[config.mk]
export PLATFORM = sky130hd
export DESIGN_NAME = bcd_scan_counter_flat
export DESIGN_NICKNAME = d
export VERILOG_FILES = /design/src/rtl/bcd_scan_counter_if.sv /design/src/rtl/bcd_scan_counter.sv /design/src/flat_wrapper.sv
export SDC_FILE = /design/constraint.sdc
export NUM_CORES = 1
export LEC_CHECK = 0
export BUFFER_PORTS_ARGS = -buffer_cell sky130_fd_sc_hd__buf_4
export CAP_MARGIN = 10
export CORE_MARGIN = 8
export CORE_UTILIZATION = 60
export DETAILED_ROUTE_END_ITERATION = 10
export GPL_TIMING_DRIVEN = 0
export PLACE_DENSITY_LB_ADDON = 0.08
export SETUP_SLACK_MARGIN = 0.05
export SLEW_MARGIN = 20
export SYNTH_ARGS = -nofsm -noshare
export SYNTH_HDL_FRONTEND = slang
export SYNTH_SLANG_ARGS = --single-unit
[constraint.sdc]
create_clock -name C -period 5.1 [get_ports C]
set_clock_uncertainty 0.1 [all_clocks]
set_input_delay 1.02 -clock C [delete_from_list [all_inputs] [get_ports C]]
set_output_delay 1.02 -clock C [all_outputs]
set_load 0.05 [all_outputs]
[src/rtl/bcd_scan_counter_if.sv]
// Control and display bus of the BCD scan counter.
// The master side drives the controls; the slave side is the counter.
interface bcd_scan_counter_if #(
   parameter int unsigned DIGITS = 2
);
   logic                  CE;
   logic                  UP;
   logic                  LOAD;
   logic [4*DIGITS-1:0]   LOAD_VAL;
   logic [4*DIGITS-1:0]   COUNT;
   logic                  CARRY;
   logic [7:0]            SEGMENTS;
   logic [DIGITS-1:0]     DIGIT_SEL;
   logic [7:0]            LED_OUT;

   modport master (
      output CE, UP, LOAD, LOAD_VAL,
      input  COUNT, CARRY, SEGMENTS, DIGIT_SEL, LED_OUT
   );

   modport slave (
      input  CE, UP, LOAD, LOAD_VAL,
      output COUNT, CARRY, SEGMENTS, DIGIT_SEL, LED_OUT
   );
endinterface

[src/rtl/bcd_scan_counter.sv]
// Multi-decade up/down BCD counter with a prescaled tick, synchronous load,
// wrap carry and a time-multiplexed 7-segment drive with optional blanking.
module bcd_scan_counter #(
   parameter int unsigned DIGITS        = 2,
   parameter int unsigned PRESCALE_BITS = 15,
   parameter int unsigned SCAN_BITS     = 10,
   parameter int unsigned BLANK_LZ      = 0
) (
   input  logic               C,
   input  logic               CLR_N,
   bcd_scan_counter_if.slave  bus
);
   localparam int unsigned CW    = 4 * DIGITS;
   localparam int unsigned IDX_W = (DIGITS > 1) ? $clog2(DIGITS) : 1;
   localparam logic [IDX_W-1:0] IDX_LAST = IDX_W'(DIGITS - 1);

   logic [CW-1:0]            count_q, count_d;
   logic                     carry_q, carry_d;
   logic [PRESCALE_BITS-1:0] pre_q, pre_d;
   logic [SCAN_BITS-1:0]     scan_q, scan_d;
   logic [IDX_W-1:0]         idx_q, idx_d;
   logic [7:0]               seg_q, seg_d;
   logic [DIGITS-1:0]        sel_q, sel_d;

   logic                     tick_c;
   logic                     all9_c, all0_c;
   logic [CW-1:0]            load_clean_c, step_c;
   logic [3:0]               dig_c, ld_c;
   logic [3:0]               cur_c;
   logic                     higher_zero_c, blank_c;

   function automatic logic [7:0] seg7(input logic [3:0] d);
      logic [7:0] s;
      case (d)
         4'd0:    s = 8'h3F;
         4'd1:    s = 8'h06;
         4'd2:    s = 8'h5B;
         4'd3:    s = 8'h4F;
         4'd4:    s = 8'h66;
         4'd5:    s = 8'h6D;
         4'd6:    s = 8'h7D;
         4'd7:    s = 8'h07;
         4'd8:    s = 8'h7F;
         4'd9:    s = 8'h6F;
         default: s = 8'h00;
      endcase
      return s;
   endfunction

   // Ripple decade stepping: a digit steps when every lower digit is at its limit.
   always_comb begin : count_next
      load_clean_c = '0;
      step_c       = count_q;
      all9_c       = 1'b1;
      all0_c       = 1'b1;
      dig_c        = '0;
      ld_c         = '0;
      for (int i = 0; i < DIGITS; i++) begin
         dig_c = count_q[4*i +: 4];
         ld_c  = bus.LOAD_VAL[4*i +: 4];
         load_clean_c[4*i +: 4] = (ld_c > 4'd9) ? 4'd0 : ld_c;
         if (bus.UP) begin
            if (all9_c) step_c[4*i +: 4] = (dig_c == 4'd9) ? 4'd0 : 4'(dig_c + 4'd1);
         end else begin
            if (all0_c) step_c[4*i +: 4] = (dig_c == 4'd0) ? 4'd9 : 4'(dig_c - 4'd1);
         end
         all9_c = all9_c && (dig_c == 4'd9);
         all0_c = all0_c && (dig_c == 4'd0);
      end

      tick_c  = bus.CE && (pre_q == '1);
      count_d = count_q;
      carry_d = 1'b0;
      pre_d   = pre_q;
      if (bus.LOAD) begin
         count_d = load_clean_c;
         pre_d   = '0;
      end else begin
         if (bus.CE) pre_d = pre_q + PRESCALE_BITS'(1);
         if (tick_c) begin
            count_d = step_c;
            carry_d = bus.UP ? all9_c : all0_c;
         end
      end
   end

   // Scan index and the registered segment/select pair for the current digit.
   always_comb begin : display_next
      scan_d = scan_q + SCAN_BITS'(1);
      idx_d  = idx_q;
      if (scan_q == '1) idx_d = (idx_q == IDX_LAST) ? '0 : idx_q + IDX_W'(1);

      cur_c         = '0;
      higher_zero_c = 1'b1;
      blank_c       = 1'b0;
      for (int i = DIGITS - 1; i >= 0; i--) begin
         higher_zero_c = higher_zero_c && (count_q[4*i +: 4] == 4'd0);
         if (IDX_W'(i) == idx_q) begin
            cur_c   = count_q[4*i +: 4];
            blank_c = (BLANK_LZ != 0) && (i != 0) && higher_zero_c;
         end
      end
      sel_d = DIGITS'(1) << idx_q;
      seg_d = blank_c ? 8'h00 : seg7(cur_c);
   end

   always_ff @(posedge C) begin
      if (!CLR_N) begin
         count_q <= '0;
         carry_q <= 1'b0;
         pre_q   <= '0;
         scan_q  <= '0;
         idx_q   <= '0;
         seg_q   <= '0;
         sel_q   <= '0;
      end else begin
         count_q <= count_d;
         carry_q <= carry_d;
         pre_q   <= pre_d;
         scan_q  <= scan_d;
         idx_q   <= idx_d;
         seg_q   <= seg_d;
         sel_q   <= sel_d;
      end
   end

   assign bus.COUNT     = count_q;
   assign bus.CARRY     = carry_q;
   assign bus.SEGMENTS  = seg_q;
   assign bus.DIGIT_SEL = sel_q;
   assign bus.LED_OUT   = 8'(count_q);
endmodule

[src/flat_wrapper.sv]
// flat-port wrapper written by rule: the top's interface ports become plain ports
module bcd_scan_counter_flat 
#(
   parameter int unsigned DIGITS        = 2,
   parameter int unsigned PRESCALE_BITS = 15,
   parameter int unsigned SCAN_BITS     = 10,
   parameter int unsigned BLANK_LZ      = 0
)
  (C, CLR_N, bus_CE, bus_UP, bus_LOAD, bus_LOAD_VAL, bus_COUNT, bus_CARRY, bus_SEGMENTS, bus_DIGIT_SEL, bus_LED_OUT);
  bcd_scan_counter_if #(.DIGITS(DIGITS)) bus_i ();
  input  logic C;
  input  logic CLR_N;
  input wire logic [$bits(bus_i.CE)-1:0] bus_CE;
  input wire logic [$bits(bus_i.UP)-1:0] bus_UP;
  input wire logic [$bits(bus_i.LOAD)-1:0] bus_LOAD;
  input wire logic [$bits(bus_i.LOAD_VAL)-1:0] bus_LOAD_VAL;
  output wire logic [$bits(bus_i.COUNT)-1:0] bus_COUNT;
  output wire logic [$bits(bus_i.CARRY)-1:0] bus_CARRY;
  output wire logic [$bits(bus_i.SEGMENTS)-1:0] bus_SEGMENTS;
  output wire logic [$bits(bus_i.DIGIT_SEL)-1:0] bus_DIGIT_SEL;
  output wire logic [$bits(bus_i.LED_OUT)-1:0] bus_LED_OUT;
  assign bus_i.CE = bus_CE;
  assign bus_i.UP = bus_UP;
  assign bus_i.LOAD = bus_LOAD;
  assign bus_i.LOAD_VAL = bus_LOAD_VAL;
  assign bus_COUNT = bus_i.COUNT;
  assign bus_CARRY = bus_i.CARRY;
  assign bus_SEGMENTS = bus_i.SEGMENTS;
  assign bus_DIGIT_SEL = bus_i.DIGIT_SEL;
  assign bus_LED_OUT = bus_i.LED_OUT;
  bcd_scan_counter #(.DIGITS(DIGITS), .PRESCALE_BITS(PRESCALE_BITS), .SCAN_BITS(SCAN_BITS), .BLANK_LZ(BLANK_LZ)) u_core (.C(C), .CLR_N(CLR_N), .bus(bus_i));
endmodule
# After elaboration in Yosys (flattened, before gate mapping)
# Memory sizes are Yosys's and may differ from the RTL's. A register that Yosys moved wholly into a read port is not among the register bits.
# Index checks and enable logic that the tools add are counted.
# totals
inputBits,13
mem_count,1
ff_bits,45
word_cells,52
rom_bits,112
# op_classes
muxes,15
eq_ne,5
reduce_logical,11
add_sub_neg,7
shift,1
bitwise_logic,2
order_cmp,2
# memory_table
name,depth,word_bits,rd,rd_clocked_by_memory_dff,write_ports,line_no,rtl
(name not given),16,7,1,1,0,bcd_scan_counter.sv:34,case (d)
# ops
op,count
$mux W4,11
$mux W8,2
$add A15 B1 Y15 const B,1
$eq A15 B15 Y1 const B,1
$add A10 B1 Y10 const B,1
$eq A10 B10 Y1 const B,1
$add A4 B1 Y4 const B,2
$eq A4 B4 Y1 const B,2
$gt A4 B4 Y1 const B,2
$logic_not A4 Y1,2
$sub A4 B1 Y4 const B,2
$logic_and A1 B1 Y1,3
$ne A3 B1 Y1 const B,1
$reduce_and A3 Y1,1
$reduce_bool A3 Y1,1
$reduce_or A3 Y1,1
$mux W1,2
$not A1 Y1,2
$reduce_bool A2 Y1,1
$reduce_or A2 Y1,1
$shl A1 B1 Y2 const A,1
$add A1 B1 Y1 const B,1
$logic_not A1 Y1,1

# Longest topological paths before layout
# Gate-level depths: netlist of run 1.
# logic_depth
word_depth,6
mapped_depth,7
mapped_depth_nobuf,6

# Worst setup path before layout of run 1
# No wires, ideal clock.
# synth_path
path_kind,input to register
from,input bus_LOAD
to,register u_core.pre_q[11]
t_arrival_ps,1936
t_required_ps,4899
path_stages,5
slack_ps,2963
cell_sequence,clkbuf_1 -> inv_1 -> nand2_1 -> or2_2 -> o41ai_1
# synth_via
elab_chain_len,1
# synth_lines
element,line_no,rtl
start: declaration,flat_wrapper.sv:15,input wire logic [$bits(bus_i.LOAD)-1:0] bus_LOAD;
$reduce_or A2 Y1 (no line),n/a,
end signal: assignment,bcd_scan_counter.sv:119,pre_q <= pre_d;
end: declaration,bcd_scan_counter.sv:19,"logic [PRESCALE_BITS-1:0] pre_q, pre_d;"
# No other way between the ends.
# A chain may end at the register's enable or synchronous reset.

# Worst setup path in the final report of run 1
# layout_path
from,"register u_core.count_q[4], in the netlist u_core.bus.COUNT[4]"
to,output bus_LED_OUT[4]
# layout_rtl
element,line_no,rtl
start: declaration,bcd_scan_counter.sv:17,"logic [CW-1:0] count_q, count_d;"
start signal: assignment,bcd_scan_counter.sv:117,count_q <= count_d;
end: declaration,flat_wrapper.sv:21,output wire logic [$bits(bus_i.LED_OUT)-1:0] bus_LED_OUT;
# No word-level cell between the ends.

==> flow_summary.ini, run 1 <==
[die]
die_x_um = 80.0
io_pins = 40
rows = 23
die_area_mm2 = 0.00639
design.core.area_mm2 = 0.00397
start_util_pct = 61.8
die_y_um = 80.0

[power]
internal-power_w = 0.000578
p_switching_w = 0.000251
irDropWorstVdd_mv = 0.192
p_sw_share_pct = 30.3
p_seq_share_pct = 44.2
p_leak_nw = 1.21
power_density_mw_per_mm2 = 284
comb_power_share_pct = 21.6
clock_power_share_pct = 34.2

[cts]
clock_path_buffers = 2
ctsHtreeMaxLevel = 2
cts_resized = 0
cts_buffers = 5
clock_sinks = 44
hold_buffers = 0
cts_root_buffer = clkbuf_8
clkTransAtPathRegs_ns = 0.08
clock_latency_ns = 0.30
postCtsSetupBuffers = 0
cts_tree = built

[synth]
avgSynthCellArea_um2 = 8.38
synth_common_cells = dfxtp_1 (44), nor2_1 (37), o21ai_0 (19), nand2_1 (14), a21oi_1 (13)
synth_top_cell_by_area = dfxtp_1
ys_ff_latch = 44
ys_seq_area_share_pct = 35.9
async_flop_share_pct = 0
synth_edf_count = 0
synth_most_common_cell = dfxtp_1
syn_inst = 293
synth_area_leaders = dfxtp_1 (36%), nor2_1 (5.7%), xor2_1 (4.3%)
synth_nets = 314
syn_area_mm2 = 0.00245
synth_ff_type = dfxtp_1
synth_top_area_share_pct = 35.9
synth.distinct_cells = 51
yosys_warnings = 0

[worst_setup_path]
crit_path_top_delay_cell = dfxtp_1
critical_path_class = reg2out
start_kind = flip-flop
cp_slowest_stage_delay_ns = 0.49
crit_required_ns = 3.98
arrival_ns = 1.13
cp-end-kind = output port
crit_fanout = 8
cp_common_cell = buf_4
crit_chain = buf_4 -> buf_4

[grt]
grt_pass1_vias = 2136
grt_pass1_wl_um = 9600
antenna_found_initial = 0
grt.overflow.total = 0
grt_max_degree = 15
grt_use_total_pct = 18.1

[final_layout]
area_growth_pct = 18.8
antenna_cells = 0
fill_cells = 306
layout.nets = 358
final_core_util_pct = 73.4
drive_gt1_share_pct = 19.2

[timing]
fin_crit_ns = 2.25
max_freq_mhz = 444
setup_viol = 0
final.setup.worst_slack_ns = 2.85
tns_ns = 0
tightest_slew_ns = 0.596
rsz0062_at_grt = no
slew_headroom_pct = 60.3
layout_worst_path_cycle_share_pct = 44.2
hold_viol_final = 0
slew_viol_final = 0

[detailed_routing]
firstDrtPassIters = 4
ant_nets = 0
drc = 0
wl_per_cell_um = 14.4
num_vias = 2227
drt_iter0_drc = 121
routed_via_density = 5.74
routed_wl_um = 5600

[placed_design]
place.gp.congestion = 0.892
place_ws_ns = 2.58
portBuffers = 37
dp_hpwl_um = 4090

[flow_run]
maxCapViolCount = 0

[outcome]
run_status = complete, no violations

[min_path]
hold_class = reg2reg
-- cell families (layout without fill, tap and decap cells) --
kind of cell	after synthesis	after routing	share of synthesized area [%]
AOI/OAI and AO/OA	61	61	16.4
xor gates and xnor gates	22	22	7.85
adders and majority gates	8	8	4.08
buffers and inverters	34	79	6.68
DFF	44	44	35.9
muxes	6	6	2.50
other	1	1	0.153
and+or+nand+nor	117	117	26.5
-- power groups by stage --
stage	logic [W]	clock network, W	registers, W
after floorplan	0.0000903	0	0.000410
after global placement	0.000175	0	0.000374
after detailed placement	0.000177	0	0.000374
after CTS	0.000178	0.000288	0.000366
after global routing	0.000193	0.000298	0.000369
final	0.000179	0.000283	0.000366
-- layout make-up --
type | instances | area, um2 | share of cell area, %
buffer | 26 | 134 | 4.59
clock buffer | 6 | 82.6 | 2.83
clock inverter | 2 | 38.8 | 1.33
inverter | 8 | 30.0 | 1.03
multi-input combinational | 215 | 1410 | 48.3
sequential | 44 | 881 | 30.2
tap | 50 | 62.6 | 2.15
timing repair buffer | 37 | 278 | 9.52
-- layer usage --
metal / GRT usage, % / wire [um]
met5: 0 / 0
met4: 6.55 / 65
met3: 4.50 / 320
met2: 29.0 / 2610
met1: 22.7 / 2610
-- path summary, 6_finish.rpt --
| check | from | to | slack [ns] | cells past startpoint |
|---|---|---|---|---|
| setup / recovery | u_core.bus.COUNT[4] | bus_LED_OUT[4] | 2.85 | 2 |
| hold / removal | u_core.scan_q[0] | u_core.scan_q[0] | 0.37 | 1 |
| setup reg to reg | u_core.bus.COUNT[4] | u_core.bus.SEGMENTS[3] | 2.91 | 6 |
| hold reg to reg | u_core.scan_q[0] | u_core.scan_q[0] | 0.37 | 1 |
-- state kept, by name (all words and copies together), names as in the netlist --
name / flops
u_core.bus.CARRY: 1
u_core.scan_q: 10
u_core.bus.COUNT: 8
u_core.bus.SEGMENTS: 7
u_core.pre_q: 15
u_core.bus.DIGIT_SEL: 2
u_core.idx_q: 1
-- cells in the final DEF (no fill, tap or decap), types with 7 or more instances in the layout --
master | netlist | layout
nor2_1 | 37 | 37
buf_4 | 9 | 46
nand3_1 | 12 | 12
dfxtp_1 | 44 | 44
inv_1 | 8 | 8
xnor2_1 | 10 | 10
o21ai_0 | 19 | 19
a21oi_1 | 13 | 13
clkbuf_1 | 12 | 12
nand2_1 | 14 | 14
ha_1 | 8 | 8
and4_1 | 7 | 7
xor2_1 | 12 | 12
-- metrics by stage --
step	instances	cell area [um2]	power, W	hold WS, ns
4_1_cts	388	2920	0.000833	0.371
3_3_place_gp	380	2800	0.000549	0.343
6_report	388	2920	0.000828	0.366
2_1_floorplan	293	2450	0.000500	0.326
5_1_grt	388	2920	0.000859	0.385
3_5_place_dp	380	2800	0.000552	0.349
-- critical path, delay by kind of cell, from the launching register on --
kind | cells | cell delay [ns]
flip-flops | 1 | 0.49
buffers and inverters | 2 | 0.34
Note: power is estimated with default switching activity, not from simulation.
==> run 2, diff against run 1 <==
CORE_UTILIZATION = 56   (was 60)
clock period = 2.29 ns   (was 5.1 ns; I/O delays follow)
==> flow_summary.ini, run 2 (synthesis gave the netlist of run 1 again) <==
[die]
rows = 24
design.core.area_mm2 = 0.00429
io_pins = 40
die_y_um = 82.2
start_util_pct = 57.2
die_x_um = 82.2
die_area_mm2 = 0.00676

[cts]
postCtsSetupBuffers = 0
cts_root_buffer = clkbuf_8
clock_sinks = 44
clkTransAtPathRegs_ns = 0.09
cts_tree = built
clock_latency_ns = 0.30
cts_buffers = 5
ctsHtreeMaxLevel = 2
clock_path_buffers = 2

[power]
clock_power_share_pct = 28.8
comb_power_share_pct = 23.4
p_switching_w = 0.000564
internal-power_w = 0.00114
p_seq_share_pct = 47.8
power_density_mw_per_mm2 = 591
p_sw_share_pct = 33.0
irDropWorstVdd_mv = 0.306
p_leak_nw = 1.20

[worst_setup_path]
crit_fanout = 8
crit_required_ns = 2.42
arrival_ns = 2.13
r2r_cells = 5
crit_chain = buf_2 -> mux2i_1 -> inv_1 -> or3_1 -> a21oi_1
crit_path_top_delay_cell = mux2i_1
cp_slowest_stage_delay_ns = 0.50
cp-end-kind = flip-flop
start_kind = flip-flop
critical_path_class = reg2reg

[timing]
setup_viol = 0
fin_crit_ns = 2.00
slew_viol_final = 0
fin_worst_hold_slack_ns = 0.324
slew_headroom_pct = 61.2
layout_worst_path_cycle_share_pct = 87.5
rsz0062_at_grt = no
tightest_slew_ns = 0.575
tns_ns = 0
hold_viol_final = 0
max_freq_mhz = 499

[final_layout]
layout.nets = 358
largest_reg_flops = 15
mostFrequentLayoutCell = buf_4
layout_common_cells = buf_4 (46), dfxtp_1 (44), nor2_1 (37)
largest-register = u_core.pre_q
drive_gt1_share_pct = 20.1
area_growth_pct = 17.7
antenna_cells = 0

[grt]
grt_use_total_pct = 17.5
grt_pass1_vias = 2086
grt_pass1_wl_um = 9410
antenna_found_initial = 0
grt_max_degree = 15
grt.overflow.total = 0

[min_path]
worstHoldPathCells = 3
hold_class = in2reg

[detailed_routing]
routed_wl_um = 5660
wl_per_cell_um = 14.5
routed_via_density = 5.77
firstDrtPassIters = 4
drc = 0
num_vias = 2249
ant_nets = 0
drt_iter0_drc = 72

[placed_design]
place.gp.congestion = 0.899
portBuffers = 37
dp_hpwl_um = 4280

[outcome]
run_status = complete, no violations

[flow_run]
maxCapViolCount = 0
[run 2: final cells by class]
cell class,instances,area (um2)
Clock buffer,5,68.8
Multi-Input combinational cell,215,1410
Tap cell,52,65.1
Clock inverter,3,18.8
Fill cell,379,1410
Sequential cell,44,881
Inverter,8,30.0
Timing Repair Buffer,37,278
Buffer,26,138
[run 2: layer usage]
| metal | routed length [um] | track usage, % |
|---|---|---|
| met1 | 2570 | 22.1 |
| met2 | 2660 | 27.6 |
| met3 | 335 | 3.90 |
| met4 | 96 | 8.42 |
| met5 | 0 | 0 |
[run 2: path summary, 6_finish.rpt]
check,startpoint,to,slack (ns)
worst max-delay path,u_core.idx_q,u_core.bus.SEGMENTS[0],0.29
worst min-delay path,bus_LOAD_VAL[4],u_core.bus.COUNT[4],0.32
worst max register to register,u_core.idx_q,u_core.bus.SEGMENTS[0],0.29
worst min register to register,u_core.scan_q[0],u_core.scan_q[0],0.37
[run 2: stage by stage]
| stage | cell area (um2) | setup slack [ns] | total power [W] | util [%] | std cells |
|---|---|---|---|---|---|
| global placement | 2800 | 0.171 | 0.00123 | 65.2 | 382 |
| finish | 2890 | 0.285 | 0.00171 | 67.3 | 390 |
| CTS | 2890 | 0.171 | 0.00172 | 67.2 | 390 |
| floorplan | 2450 | 0.161 | 0.00111 | - | 293 |
| global route | 2890 | 0.131 | 0.00179 | 67.3 | 390 |
| detailed placement | 2800 | 0.199 | 0.00123 | 65.2 | 382 |
[run 2: power groups by stage]
stage | Sequential, W | Combinational (W) | Clock, W
final | 0.000816 | 0.000399 | 0.000492
after global routing | 0.000821 | 0.000432 | 0.000542
after CTS | 0.000816 | 0.000398 | 0.000502
after detailed placement | 0.000834 | 0.000397 | 0
after global placement | 0.000833 | 0.000393 | 0
after floorplan | 0.000913 | 0.000201 | 0
[run 2: repair_timing]
action | 4_1_cts | 5_1_grt
resized for setup | 0 | 5
setup endpoints to repair | 0 | 3
hold buffers | 0 | 0
[run 2: worst max-delay path, delay by kind of cell, from the launching register on]
kind / cells / cell delay, ns
flip-flops: 1 / 0.31
AO/OA/AOI/OAI: 1 / 0.16
AND/OR/NAND/NOR: 1 / 0.48
multiplexers: 1 / 0.50
buffers and inverters: 2 / 0.38
==> run 3, diff against run 2 <==
PLACE_DENSITY = 0.9   (was default)
PLACE_DENSITY_LB_ADDON = default   (was 0.08)
==> flow_summary.ini, run 3 (synthesis gave the netlist of run 1 again) <==
[timing]
max_freq_mhz = 493
hold_viol_final = 0
slew_viol_final = 0
rsz0062_at_grt = no
setup_viol = 0
tightest_slew_ns = 0.544
tns_ns = 0
final.setup.worst_slack_ns = 0.260
layout_worst_path_cycle_share_pct = 88.7
slew_headroom_pct = 62.7
fin_crit_ns = 2.03

[worst_setup_path]
crit_path_top_delay_cell = dfxtp_1
crit_chain = clkbuf_1 -> mux2i_2 -> ha_1 -> and2_1 -> o21ai_0 -> a21oi_1
start_kind = flip-flop
crit_fanout = 10
arrival_ns = 2.10
crit_required_ns = 2.36
critical_path_class = reg2reg
cp_slowest_stage_delay_ns = 0.48
cp-end-kind = flip-flop

[placed_design]
dp_hpwl_um = 4270
place_ws_ns = 0.220
post_dp_cell_area_mm2 = 0.00280
place.gp.congestion = 0.859
portBuffers = 37
placed_cells = 382

[cts]
cts_tree = built
clkTransAtPathRegs_ns = 0.09
clock_sinks = 44
clock_path_buffers = 2
cts_root_buffer = clkbuf_8
hold_buffers = 0
cts_buffers = 5
clock_latency_ns = 0.31
ctsHtreeMaxLevel = 2

[detailed_routing]
wl_per_cell_um = 15.1
ant_nets = 0
drt_iter0_drc = 113
routed_via_density = 5.92
routed_wl_um = 5880
drc = 0
num_vias = 2310
firstDrtPassIters = 5

[die]
die_y_um = 82.2
die_area_mm2 = 0.00676
start_util_pct = 57.2
die_x_um = 82.2
design.core.area_mm2 = 0.00429
io_pins = 40
rows = 24

[final_layout]
largest-register = u_core.pre_q
layout.nets = 358
mostFrequentLayoutCell = buf_4
antenna_cells = 0
largest_reg_flops = 15
drive_gt1_share_pct = 20.1
area_growth_pct = 19.3
layout_common_cells = buf_4 (46), dfxtp_1 (44), nor2_1 (37)
fill_cells = 359
fin_cells = 390
postLayoutCellArea_mm2 = 0.00293

[outcome]
run_status = complete, no violations

[power]
power_density_mw_per_mm2 = 635
p_leak_nw = 1.21
power.total_w = 0.00186
irDropWorstVdd_mv = 0.307

[grt]
grt.overflow.total = 0
grt_pass1_wl_um = 9740
grt_pass1_vias = 2282
grt_use_total_pct = 18.0
antenna_found_initial = 0
grt_max_degree = 15

[flow_run]
maxCapViolCount = 0

[min_path]
hold_class = in2reg
-- run 3: changes by cell type in the layout (fill, tap and decap cells not counted), sizes merged --
cell / delta
bufinv: +1
clkinv: -2
clkbuf: +1
-- run 3: through the flow --
step | hold WS [ns] | utilization [%]
floorplan | 0.326 | -
global placement | 0.341 | 65.2
detailed placement | 0.368 | 65.2
CTS | 0.330 | 68.0
global route | 0.342 | 68.2
finish | 0.325 | 68.2
-- run 3: worst paths after layout --
path	from	to	slack [ns]	depth (start not counted)
setup / recovery	u_core.bus.COUNT[4]	u_core.bus.SEGMENTS[3]	0.26	6
hold / removal	bus_LOAD_VAL[4]	u_core.bus.COUNT[4]	0.32	3
setup reg to reg	u_core.bus.COUNT[4]	u_core.bus.SEGMENTS[3]	0.26	6
hold reg to reg	u_core.scan_q[0]	u_core.scan_q[0]	0.38	1
-- run 3: layout make-up --
cell class / instances / area (um2) / share of cell area [%]
Multi-Input combinational cell: 215 / 1420 / 48.4
Sequential cell: 44 / 881 / 30.1
Timing Repair Buffer: 37 / 278 / 9.49
Buffer: 26 / 135 / 4.62
Clock buffer: 6 / 82.6 / 2.82
Tap cell: 52 / 65.1 / 2.22
Clock inverter: 2 / 38.8 / 1.32
Inverter: 8 / 30.0 / 1.03
-- run 3: timing repair --
item	4_1_cts	5_1_grt
setup endpoints to repair	0	5
gates resized for setup	0	3
buffers inserted	0	0
-- run 3: critical path, delay by kind of cell (launching register included) --
kind	cells	cell delay, ns
simple gates	1	0.14
mux	1	0.21
buf+inv	1	0.37
compound gates	2	0.23
flops	1	0.48
fa+ha+maj	1	0.35
-- run 3: report_power, final --
part / switching [W] / internal (W)
logic: 0.000268 / 0.000137
registers: 0.0000226 / 0.000794
clock network: 0.000279 / 0.000357
-- run 3: per-layer routing --
layer  vias to the layer above  wire length (um)  GRT usage, %
met5                         -                 0             0
li1                       1118                 -             -
met2                       105              2870          30.9
met3                        19               513          4.76
met4                         0               140          9.82
met1                      1068              2350          19.7
